**src/rtl/mem_loader_responder.sv**
```systemverilog
// Memory-side responder: single-port word memory serving the CPU bus, preceded by a
// streaming loader that fills the program image and then releases the CPU from reset.
module mem_loader_responder #(
  parameter int ADDR_WIDTH = 6,
  parameter int DATA_WIDTH = 16,
  parameter int LOAD_BASE  = 8
) (
  input  logic                  clk,
  input  logic                  rst_n,
  input  logic                  mem_we,
  input  logic [ADDR_WIDTH-1:0] mem_addr,
  input  logic [DATA_WIDTH-1:0] mem_data,
  output logic [DATA_WIDTH-1:0] mem_in,
  input  logic                  ld_valid,
  output logic                  ld_ready,
  input  logic [DATA_WIDTH-1:0] ld_data,
  input  logic                  ld_last,
  output logic                  cpu_rst_n,
  output logic                  load_done,
  output logic                  load_err,
  output logic [ADDR_WIDTH:0]   load_count,
  output logic [1:0]            state_dbg
);

  localparam int DEPTH = 1 << ADDR_WIDTH;
  localparam logic [ADDR_WIDTH:0] BASE = (ADDR_WIDTH+1)'(LOAD_BASE);
  localparam logic [ADDR_WIDTH:0] TOP  = (ADDR_WIDTH+1)'(DEPTH - 1);

  typedef enum logic [1:0] {
    S_LOAD    = 2'd0,
    S_RELEASE = 2'd1,
    S_RUN     = 2'd2
  } state_e;

  logic [DATA_WIDTH-1:0] mem [0:DEPTH-1];

  state_e                state_q, state_d;
  logic [DATA_WIDTH-1:0] mem_in_q, mem_in_d;
  logic                  cpu_rst_n_q, cpu_rst_n_d;
  logic                  load_done_q, load_done_d;
  logic                  load_err_q, load_err_d;
  logic [ADDR_WIDTH:0]   load_count_q, load_count_d;

  logic                  wr_en;
  logic [ADDR_WIDTH-1:0] wr_addr;
  logic [DATA_WIDTH-1:0] wr_data;
  logic [ADDR_WIDTH:0]   ld_addr;
  logic                  xfer;

  // Loader handshake: a word moves on a rising edge where ld_valid && ld_ready;
  // ld_ready depends only on state, never on ld_valid, and ld_last is ignored unless ld_valid.
  assign ld_ready = (state_q == S_LOAD);
  assign xfer     = ld_valid && ld_ready;
  assign ld_addr  = BASE + load_count_q;

  always_comb begin
    state_d      = state_q;
    mem_in_d     = '0;
    load_count_d = load_count_q;
    load_err_d   = load_err_q;
    wr_en        = 1'b0;
    wr_addr      = mem_addr;
    wr_data      = mem_data;
    case (state_q)
      S_LOAD: begin
        if (xfer) begin
          wr_en        = 1'b1;
          wr_addr      = ld_addr[ADDR_WIDTH-1:0];
          wr_data      = ld_data;
          load_count_d = load_count_q + (ADDR_WIDTH+1)'(1);
          if (ld_last) begin
            state_d = S_RELEASE;
          end else if (ld_addr == TOP) begin
            // Image reached the last word without ld_last: stop rather than wrap.
            state_d    = S_RELEASE;
            load_err_d = 1'b1;
          end
        end
      end
      S_RELEASE: state_d = S_RUN;
      S_RUN: begin
        mem_in_d = mem[mem_addr];
        wr_en    = mem_we;
      end
      default: state_d = S_LOAD;
    endcase
    cpu_rst_n_d = (state_d == S_RUN);
    load_done_d = (state_d == S_RUN);
  end

  always_ff @(posedge clk or negedge rst_n) begin
    if (!rst_n) begin
      state_q      <= S_LOAD;
      mem_in_q     <= '0;
      cpu_rst_n_q  <= 1'b0;
      load_done_q  <= 1'b0;
      load_err_q   <= 1'b0;
      load_count_q <= '0;
    end else begin
      state_q      <= state_d;
      mem_in_q     <= mem_in_d;
      cpu_rst_n_q  <= cpu_rst_n_d;
      load_done_q  <= load_done_d;
      load_err_q   <= load_err_d;
      load_count_q <= load_count_d;
    end
  end

  // Array is not reset so an image survives a reset pulse; reads above see the old word.
  always_ff @(posedge clk) begin
    if (wr_en) mem[wr_addr] <= wr_data;
  end

  assign mem_in     = mem_in_q;
  assign cpu_rst_n  = cpu_rst_n_q;
  assign load_done  = load_done_q;
  assign load_err   = load_err_q;
  assign load_count = load_count_q;
  assign state_dbg  = state_q;

endmodule

```
**config.mk**
```make
export PLATFORM = sky130hd
export DESIGN_NAME = mem_loader_responder
export DESIGN_NICKNAME = d
export VERILOG_FILES = /design/src/rtl/mem_loader_responder.sv
export SDC_FILE = /design/constraint.sdc
export NUM_CORES = 1
export LEC_CHECK = 0
export CAP_MARGIN = 0
export CORE_UTILIZATION = 42
export CTS_CLUSTER_DIAMETER = 200
export DETAILED_ROUTE_END_ITERATION = 10
export GPL_TIMING_DRIVEN = 0
export SETUP_SLACK_MARGIN = 0.3
export SYNTH_ARGS = -nofsm -noshare
export SYNTH_HDL_FRONTEND = slang
export SYNTH_SLANG_ARGS = --single-unit
```
**constraint.sdc**
```tcl
create_clock -name clk -period 5.05 [get_ports clk]
set_input_delay 1.01 -clock clk [delete_from_list [all_inputs] [get_ports clk]]
set_output_delay 1.01 -clock clk [all_outputs]
set_load 0.02 [all_outputs]
```
# Word level (Yosys, flattened, before mapping)
# Memories as Yosys holds them, arrays and structs flattened.
# Index checks and enable logic that the tools add are counted.
# op_classes
add_sub_neg	2
eq_ne	4
mux	13
bitwise	1
n_reduce_logical	4
# ops
operator	n
$mux W16	3
$mux W6	2
$add A4 B7 Y7 const A	1
$add A7 B1 Y7 const B	1
$eq A7 B6 Y1 const B	1
$mux W2	3
$pmux W2 S3	1
$eq A2 B2 Y1 const B	2
$reduce_and A4 Y1	1
$mux W1	3
$eq A2 B1 Y1 const B	1
$logic_not A2 Y1	1
$pmux W1 S2	1
$reduce_and A2 Y1	1
$logic_and A1 B1 Y1	1
$not A1 Y1	1
# totals
ff_bits	27
ramBits	1024
inputBits	43
out_inout_bits	29
wordCells	30
n_memories	1
# memory_table
memory	words	word_bits	read_ports	rd_clocked_by_memory_dff	write_ports	line_no	rtl
mem	64	16	1	0	1	35	logic [DATA_WIDTH-1:0] mem [0:DEPTH-1];

# Depth between registers and ports, before layout
# Gate-level depths: netlist of run 1.
# depth
word_depth	7
mapped_depth	9
ltp_nobuf	7

# Worst setup path before layout of run 1
# Ideal clock, no wire load.
# synth_timing
path_type	input to register
start	input port mem_addr[2]
end	memory mem[57][0], enable pin
setup_time_ns	0.388
t_arrival_ns	3.016
t_required_ns	4.662
slack_ns	1.646
cell_stages	8
n_path_buf	5
path_cell_list	buf_2 buf_6 buf_4 buf_2 buf_4 o31ai_1 nand2_1 nor2_1
# synth_via
elab_chain_cells	2
# synth_rtl
element	line_no	rtl
start: declaration	11	input logic [ADDR_WIDTH-1:0] mem_addr,
$mux W6	66	if (xfer) begin
$mux W6 *	64	case (state_q)
end: declaration	35	
# Every way passes the cells marked *; elsewhere a longest branch is shown, timed or not.

# Worst setup path in the final report of run 1
# layout_timing
start	input port ld_valid
end	memory mem[36][9], enable pin
# layout_via
elab_chain_cells	5
elab_cells_between_ends	7
classes_between	6 x mux; 1 x reduce/logical
# layout_rtl
element	line_no	rtl
start: declaration	14	input logic ld_valid,
$logic_and A1 B1 Y1 *	53	assign xfer = ld_valid && ld_ready;
$mux W1	66	
$pmux W1 S2	64	
$mux W1	111	if (wr_en) mem[wr_addr] <= wr_data;
$mux W1 (implied by the code)	111	
# Marked as above.

==> impl_metrics.xml, run 1 <==
<?xml version="1.0" encoding="UTF-8"?>
<metrics>
  <group name="yosys">
    <metric name="post_synth_instance_area" unit="um2">40700</metric>
    <metric name="ys.warnings.count" unit="">0</metric>
    <metric name="synth_seq_area_share" unit="%">77.1</metric>
    <metric name="yosys.cell_types.count" unit="">57</metric>
    <metric name="yosys_most_used_dff" unit="">sky130_fd_sc_hd__edfxtp_1</metric>
    <metric name="synth.area.mux_share" unit="%">14.9</metric>
    <metric name="syn_avg_cell_area" unit="um2">21.2</metric>
    <metric name="synth-edff-count" unit="">1024</metric>
    <metric name="synth_simple_gate_area_share" unit="%">3.04</metric>
    <metric name="synth-compound-area-share" unit="%">2.85</metric>
    <metric name="synth_seq_cells" unit="">1050</metric>
    <metric name="synth-adder-area-share" unit="%">0.154</metric>
    <metric name="syn-instance-count" unit="">1925</metric>
    <metric name="dominant_combinational_cell_family_by_area_after_synthesis" unit="">multiplexers</metric>
    <metric name="share_of_synthesized_flip_flops_with_an_asynchronous_set_or_reset" unit="%">2.48</metric>
    <metric name="yosys.area_share.xor_xnor" unit="%">0.151</metric>
    <metric name="synth.net_count" unit="">1973</metric>
  </group>
  <group name="die">
    <metric name="die_height" unit="um">313</metric>
    <metric name="floorplan.initialDensity" unit="%">42.6</metric>
    <metric name="dieArea" unit="um2">98200</metric>
    <metric name="floorplan.die.width" unit="um">313</metric>
    <metric name="core" unit="um2">95600</metric>
    <metric name="row_count" unit="">113</metric>
    <metric name="pin_count" unit="">72</metric>
  </group>
  <group name="clock_network">
    <metric name="worst_skew_pair.late_latency" unit="ns">0.67</metric>
    <metric name="root_buffer" unit="">sky130_fd_sc_hd__clkbuf_16</metric>
    <metric name="cts_made_buffers" unit="">107</metric>
    <metric name="cts_tree" unit="">yes</metric>
    <metric name="post_cts_resized" unit="">0</metric>
    <metric name="cts_num_sinks" unit="">1050</metric>
    <metric name="clockBufferDepth" unit="">3</metric>
    <metric name="cts_hold_buffers" unit="">0</metric>
    <metric name="cts-htree-levels" unit="">3</metric>
    <metric name="post-cts-setup-buffer-count" unit="">0</metric>
    <metric name="clkSlewWorstSetupHoldPaths" unit="ns">0.06</metric>
  </group>
  <group name="final_layout">
    <metric name="layout_commonest_cell" unit="">sky130_fd_sc_hd__edfxtp_1</metric>
    <metric name="multi_input_area" unit="um2">8810</metric>
    <metric name="fillerInstances" unit="">7614</metric>
    <metric name="ratio_of_cells_with_drive_above_1_in_the_final_layout" unit="%">28.1</metric>
    <metric name="final_cell_mix" unit="">1024 x sky130_fd_sc_hd__edfxtp_1, 219 x sky130_fd_sc_hd__mux4_2, 129 x sky130_fd_sc_hd__nand2_1</metric>
    <metric name="layout.nets" unit="">2230</metric>
    <metric name="register_area" unit="um2">31400</metric>
    <metric name="flow.area_growth_from_synthesis" unit="%">18.0</metric>
  </group>
  <group name="global_routing">
    <metric name="grt_pass1_vias" unit="">21300</metric>
    <metric name="groute.usage.overall" unit="%">24.9</metric>
    <metric name="wire_length_of_the_first_global_routing_pass" unit="mm">168</metric>
    <metric name="grt_start_max_net_pins" unit="">65</metric>
    <metric name="gr-total-overflow" unit="">0</metric>
    <metric name="grt_antenna_before_repair" unit="">5</metric>
  </group>
  <group name="setup_path">
    <metric name="worst_ep_arrival_time" unit="ns">4.45</metric>
    <metric name="setup.worst_path.class" unit="">input port to flop</metric>
    <metric name="timing.critical_path.mode_cell" unit="">sky130_fd_sc_hd__nand2_1</metric>
    <metric name="cp_top_delay_family" unit="">simple AND/OR/NAND/NOR gates</metric>
    <metric name="critical_path.slowest_cell" unit="">sky130_fd_sc_hd__nor2_2</metric>
    <metric name="crit_required" unit="ns">5.41</metric>
    <metric name="worst-r2r-cell-count" unit="">6</metric>
    <metric name="critical_path_depth" unit="">8</metric>
    <metric name="worst_path_buf_inv" unit="">3</metric>
    <metric name="cp-start-kind" unit="">input port</metric>
    <metric name="r2r_slack" unit="ns">1.00</metric>
    <metric name="cp-end-kind" unit="">flop</metric>
    <metric name="worstPathMaxFanout" unit="">10</metric>
    <metric name="path_cells" unit="">clkdlybuf4s50_1 &gt; nand2_1 &gt; clkbuf_1 &gt; nand2_1 &gt; o21ai_0 &gt; nand2_1 &gt; nor2_2 &gt; buf_6</metric>
    <metric name="timing.critical_path.slowest_cell_delay" unit="ns">0.81</metric>
  </group>
  <group name="routing">
    <metric name="viasPerCell" unit="">6.10</metric>
    <metric name="routed_wirelength" unit="mm">122</metric>
    <metric name="drc" unit="">0</metric>
    <metric name="wl_per_cell" unit="um">34.4</metric>
    <metric name="first_iter_violations" unit="">3061</metric>
    <metric name="antenna_violating_nets_post_route" unit="">0</metric>
    <metric name="drt-pass1-iter-count" unit="">7</metric>
    <metric name="detailroute.via_count" unit="">21600</metric>
  </group>
  <group name="pwr">
    <metric name="seqPwrFrac" unit="%">51.7</metric>
    <metric name="pwr_density_cell" unit="nW/um2">387</metric>
    <metric name="peakVddDrop" unit="mV">0.288</metric>
    <metric name="p_sw_share" unit="%">22.0</metric>
    <metric name="total_switching_power" unit="mW">4.09</metric>
    <metric name="pwr-share-clk" unit="%">42.1</metric>
    <metric name="cellInternalPower" unit="mW">14.5</metric>
    <metric name="leakagePower" unit="nW">15.4</metric>
    <metric name="power.share.combinational" unit="%">6.1</metric>
  </group>
  <group name="hold_path">
    <metric name="timing.hold.worst.class" unit="">input port to asynchronous set/reset pin</metric>
  </group>
  <group name="sta">
    <metric name="timing.final.crit_period" unit="ns">4.09</metric>
    <metric name="timing.clock.skew" unit="ns">0.0312</metric>
    <metric name="report.final.hold_viol_count" unit="">0</metric>
    <metric name="worst_tran_pin_value" unit="ns">1.36</metric>
    <metric name="finalSetupTns" unit="ns">0</metric>
    <metric name="slew_headroom" unit="%">8.27</metric>
    <metric name="final_max_slew_viol_count" unit="">0</metric>
    <metric name="timing.final.crit_share" unit="%">81.0</metric>
    <metric name="grt_setup_unrepaired" unit="">no</metric>
    <metric name="postLayoutSetupSlackWorst" unit="ns">0.960</metric>
    <metric name="finalSetupViolCount" unit="">0</metric>
    <metric name="max_freq" unit="GHz">0.245</metric>
  </group>
  <group name="placed_design">
    <metric name="post-place-ws" unit="ns">0.459</metric>
    <metric name="numPortBuffers" unit="">67</metric>
    <metric name="dp_hpwl" unit="mm">84.1</metric>
    <metric name="routabilityCongestion" unit="">1.03</metric>
  </group>
  <group name="status">
    <metric name="outcome" unit="">finished, final reports clean</metric>
  </group>
  <group name="flow_run">
    <metric name="maxCapViolCount" unit="">0</metric>
  </group>
</metrics>
==> power groups by stage <==
stage	Clock (mW)	Combinational [mW]	Sequential, mW
floorplan	0	0.540	9.83
global placement	0	1.05	9.83
detailed placement	0	1.12	9.81
CTS	7.92	1.13	9.62
global route	8.24	1.17	9.62
finish	7.84	1.14	9.62
==> synthesized netlist by cell type, drive strengths merged, types with 7 or more instances <==
cell type / n / area share, %
edfxtp: 1024 / 75
mux4: 236 / 13
nand2: 145 / 1.3
buf: 84 / 1.5
nor2: 80 / 0.74
mux2i: 55 / 1.4
o22ai: 29 / 0.45
dfrtp: 26 / 1.6
o21ai: 26 / 0.32
a22oi: 24 / 0.44
clkbuf: 20 / 0.22
nand3: 14 / 0.17
a221oi: 12 / 0.26
mux2: 12 / 0.33
a31o: 10 / 0.22
nor4: 8 / 0.12
a31oi: 7 / 0.11
a32o: 7 / 0.17
a32oi: 7 / 0.15
nand2b: 7 / 0.11
==> final timing paths <==
kind	from	end
max	ld_valid	mem[36][9]
max reg2reg	load_count[3]	mem[36][9]
max in group asynchronous	rst_n	load_count[5]
min reg2reg	load_err	load_err
min	rst_n	mem_in[2]
min in group clk	load_err	load_err
==> state kept, by name (all words and copies together) (netlist names) <==
register    flops
load_err        1
mem          1024
load_done       1
state_dbg       1
load_count      7
mem_in         16
==> metrics by stage <==
stage | cells | utilization (%) | total power, mW | area (um2) | hold WS (ns)
finish | 3541 | 50.3 | 18.6 | 48100 | 0.462
detailed placement | 3338 | 46.7 | 10.9 | 44600 | 0.455
floorplan | 1925 | - | 10.4 | 40700 | 0.565
CTS | 3538 | 50.3 | 18.7 | 48100 | 0.468
global placement | 3257 | 45.0 | 10.9 | 43000 | 0.443
global route | 3538 | 50.3 | 19.0 | 48100 | 0.499
==> cell type report <==
cell class,instances,share of cell area (%)
plain buffers,106,1.52
repair buffers,148,4.27
inverters,4,0.0312
multi-input cells,765,18.3
clock buffers,138,5.96
flip-flops and latches,1050,65.3
clock inverters,62,1.26
diodes,3,0.0156
well taps,1265,3.29
==> layer usage <==
metal	GRT usage [%]	vias up	share of wire, %
met4	10.0	2	4.3
li1	-	8548	-
met1	33.4	11600	38
met3	7.12	249	11
met2	38.6	1203	47
met5	0	-	0.012
==> cells by family (layout without fill, tap and decap cells) <==
kind of cell	count (synthesis)	in the layout
AO/OA/AOI/OAI	160	160
XOR/XNOR	7	7
adder cells (fa/ha/maj)	5	5
buffers and inverters	110	458
flip-flops	1050	1050
multiplexers	303	303
other	0	3
AND/OR/NAND/NOR	290	290
Power figures use the tool's default switching activity.
==> run 2, diff against run 1 <==
Clock period 5.05 ns to 3.8 ns, I/O delays scaled along.
==> impl_metrics.xml, run 2 (synthesis gave the netlist of run 1 again) <==
<?xml version="1.0" encoding="UTF-8"?>
<metrics>
  <group name="pwr">
    <metric name="seqPwrFrac" unit="%">51.6</metric>
    <metric name="pwr-share-clk" unit="%">42.2</metric>
    <metric name="peakVddDrop" unit="mV">0.386</metric>
    <metric name="total_switching_power" unit="mW">5.48</metric>
    <metric name="power.share.combinational" unit="%">6.2</metric>
    <metric name="p_sw_share" unit="%">22.1</metric>
    <metric name="pwr_density_cell" unit="nW/um2">513</metric>
    <metric name="cellInternalPower" unit="mW">19.3</metric>
    <metric name="leakagePower" unit="nW">15.4</metric>
  </group>
  <group name="final_layout">
    <metric name="flow.area_growth_from_synthesis" unit="%">18.6</metric>
    <metric name="layout_commonest_cell" unit="">sky130_fd_sc_hd__edfxtp_1</metric>
    <metric name="antennaDiodeCount" unit="">0</metric>
    <metric name="regMostFlops" unit="">mem</metric>
    <metric name="fillerInstances" unit="">7587</metric>
    <metric name="multi_input_area" unit="um2">9000</metric>
    <metric name="layout.nets" unit="">2237</metric>
    <metric name="ratio_of_cells_with_drive_above_1_in_the_final_layout" unit="%">28.6</metric>
    <metric name="largest_register_ff_count" unit="">1024</metric>
    <metric name="final_cell_mix" unit="">1024 x sky130_fd_sc_hd__edfxtp_1, 219 x sky130_fd_sc_hd__mux4_2, 124 x sky130_fd_sc_hd__nand2_1</metric>
    <metric name="register_area" unit="um2">31400</metric>
  </group>
  <group name="routing">
    <metric name="antenna_violating_nets_post_route" unit="">0</metric>
    <metric name="viasPerCell" unit="">6.10</metric>
    <metric name="first_iter_violations" unit="">2857</metric>
    <metric name="routed_wirelength" unit="mm">122</metric>
    <metric name="detailroute.via_count" unit="">21600</metric>
    <metric name="drc" unit="">0</metric>
    <metric name="wl_per_cell" unit="um">34.5</metric>
    <metric name="drt-pass1-iter-count" unit="">7</metric>
  </group>
  <group name="placed_design">
    <metric name="dp_hpwl" unit="mm">84.1</metric>
    <metric name="post-place-ws" unit="ns">-0.541</metric>
    <metric name="routabilityCongestion" unit="">1.03</metric>
    <metric name="numPortBuffers" unit="">67</metric>
  </group>
  <group name="clock_network">
    <metric name="clockBufferDepth" unit="">3</metric>
    <metric name="cts_hold_buffers" unit="">0</metric>
    <metric name="worst_skew_pair.late_latency" unit="ns">0.68</metric>
    <metric name="cts_num_sinks" unit="">1050</metric>
    <metric name="cts_made_buffers" unit="">107</metric>
    <metric name="clkSlewWorstSetupHoldPaths" unit="ns">0.06</metric>
    <metric name="root_buffer" unit="">sky130_fd_sc_hd__clkbuf_16</metric>
    <metric name="cts_tree" unit="">yes</metric>
    <metric name="cts-htree-levels" unit="">3</metric>
  </group>
  <group name="sta">
    <metric name="timing.final.crit_share" unit="%">97.9</metric>
    <metric name="max_freq" unit="GHz">0.269</metric>
    <metric name="worst_tran_pin_value" unit="ns">1.12</metric>
    <metric name="postLayoutSetupSlackWorst" unit="ns">0.0804</metric>
    <metric name="final_max_slew_viol_count" unit="">0</metric>
    <metric name="timing.final.crit_period" unit="ns">3.72</metric>
    <metric name="report.final.hold_viol_count" unit="">0</metric>
    <metric name="slew_headroom" unit="%">25.5</metric>
    <metric name="finalSetupViolCount" unit="">0</metric>
    <metric name="finalSetupTns" unit="ns">0</metric>
    <metric name="timing.clock.skew" unit="ns">0.0316</metric>
    <metric name="grt_setup_unrepaired" unit="">yes</metric>
  </group>
  <group name="hold_path">
    <metric name="timing.hold.worst.class" unit="">input port to asynchronous set/reset pin</metric>
  </group>
  <group name="setup_path">
    <metric name="worst_ep_arrival_time" unit="ns">4.08</metric>
    <metric name="path_cells" unit="">buf_2 &gt; buf_6 &gt; buf_4 &gt; buf_2 &gt; buf_4 &gt; nand3_1 &gt; nand2_1 &gt; nand2_1 &gt; nor2_2 &gt; buf_8</metric>
    <metric name="r2r_slack" unit="ns">0.12</metric>
    <metric name="timing.critical_path.slowest_cell_delay" unit="ns">0.67</metric>
    <metric name="critical_path.reg2reg.startpoint" unit="">load_done</metric>
    <metric name="cp-end-kind" unit="">flop</metric>
    <metric name="worst-r2r-cell-count" unit="">8</metric>
    <metric name="cp-start-kind" unit="">input port</metric>
    <metric name="worstPathMaxFanout" unit="">11</metric>
    <metric name="setup.worst_path.class" unit="">input port to flop</metric>
    <metric name="timing.rr.end" unit="">mem[16][10]</metric>
    <metric name="critical_path.slowest_cell" unit="">sky130_fd_sc_hd__nor2_2</metric>
    <metric name="crit_required" unit="ns">4.16</metric>
  </group>
  <group name="global_routing">
    <metric name="groute.usage.overall" unit="%">24.9</metric>
    <metric name="wire_length_of_the_first_global_routing_pass" unit="mm">168</metric>
    <metric name="grt_pass1_vias" unit="">21300</metric>
    <metric name="grt_antenna_before_repair" unit="">3</metric>
    <metric name="gr-total-overflow" unit="">0</metric>
    <metric name="grt_start_max_net_pins" unit="">65</metric>
  </group>
  <group name="die">
    <metric name="die_height" unit="um">313</metric>
    <metric name="dieArea" unit="um2">98200</metric>
    <metric name="core" unit="um2">95600</metric>
    <metric name="floorplan.initialDensity" unit="%">42.6</metric>
    <metric name="row_count" unit="">113</metric>
    <metric name="pin_count" unit="">72</metric>
    <metric name="floorplan.die.width" unit="um">313</metric>
  </group>
  <group name="flow_run">
    <metric name="maxCapViolCount" unit="">0</metric>
  </group>
  <group name="status">
    <metric name="outcome" unit="">finished, final reports clean</metric>
  </group>
</metrics>
run 2: what timing repair did:
action	in CTS	in global routing
pin swaps	0	2
gates resized for setup	21	24
setup endpoints to repair	330	894
endpoints found under the hold margin	0	0
buffers inserted	0	7
run 2: area by class of cell:
class	instances	share of cell area, %
flip-flops and latches	1050	65.0
clock inverters	62	1.25
multi-input cells	765	18.6
repair buffers	155	4.38
well taps	1265	3.28
inverters	4	0.0311
clock buffers	138	5.93
plain buffers	106	1.52
run 2: worst max path at each step:
stage / start / cells after the start / endpoint / slack [ns]
floorplan: mem_addr[2] / 8 / mem[57][0] / 0.65
global placement: ld_valid / 7 / mem[38][7] / -1.42
detailed placement: mem_addr[2] / 10 / mem[54][8] / -0.54
CTS: load_done / 9 / mem[36][9] / 0.1
global route: load_done / 9 / mem[54][6] / 0.12
finish: mem_addr[2] / 10 / mem[47][7] / 0.08
run 2: metrics by stage:
step | hold slack (ns) | cell area [um2] | util (%) | power, mW | std cells
6_report | 0.212 | 48300 | 50.6 | 24.8 | 3545
5_1_grt | 0.254 | 48300 | 50.6 | 25.3 | 3545
4_1_cts | 0.224 | 48200 | 50.4 | 24.8 | 3538
3_5_place_dp | 0.455 | 44600 | 46.7 | 14.5 | 3338
3_3_place_gp | 0.443 | 43000 | 45.0 | 14.5 | 3257
2_1_floorplan | 0.464 | 40700 | - | 13.8 | 1925
run 2: per-layer routing:
layer / share of wire (%) / wire length (um) / vias up / GRT usage [%]
met5: 0 / 0 / - / 0
met4: 4.0 / 4890 / 0 / 9.37
li1: - / - / 8570 / -
met2: 47 / 57300 / 1255 / 39.0
met1: 38 / 46800 / 11500 / 33.1
met3: 11 / 13200 / 241 / 7.26
run 2: power groups by stage:
stage	Clock, mW	Combinational [mW]	Sequential, mW
2_1_floorplan	0	0.718	13.1
3_3_place_gp	0	1.40	13.1
3_5_place_dp	0	1.49	13.0
4_1_cts	10.5	1.50	12.8
5_1_grt	11.0	1.57	12.8
6_report	10.4	1.53	12.8
run 2: worst max-delay path, delay by kind of cell:
family	cells	cell delay, ns
buffers and inverters	6	1.71
AND/OR/NAND/NOR	4	1.57
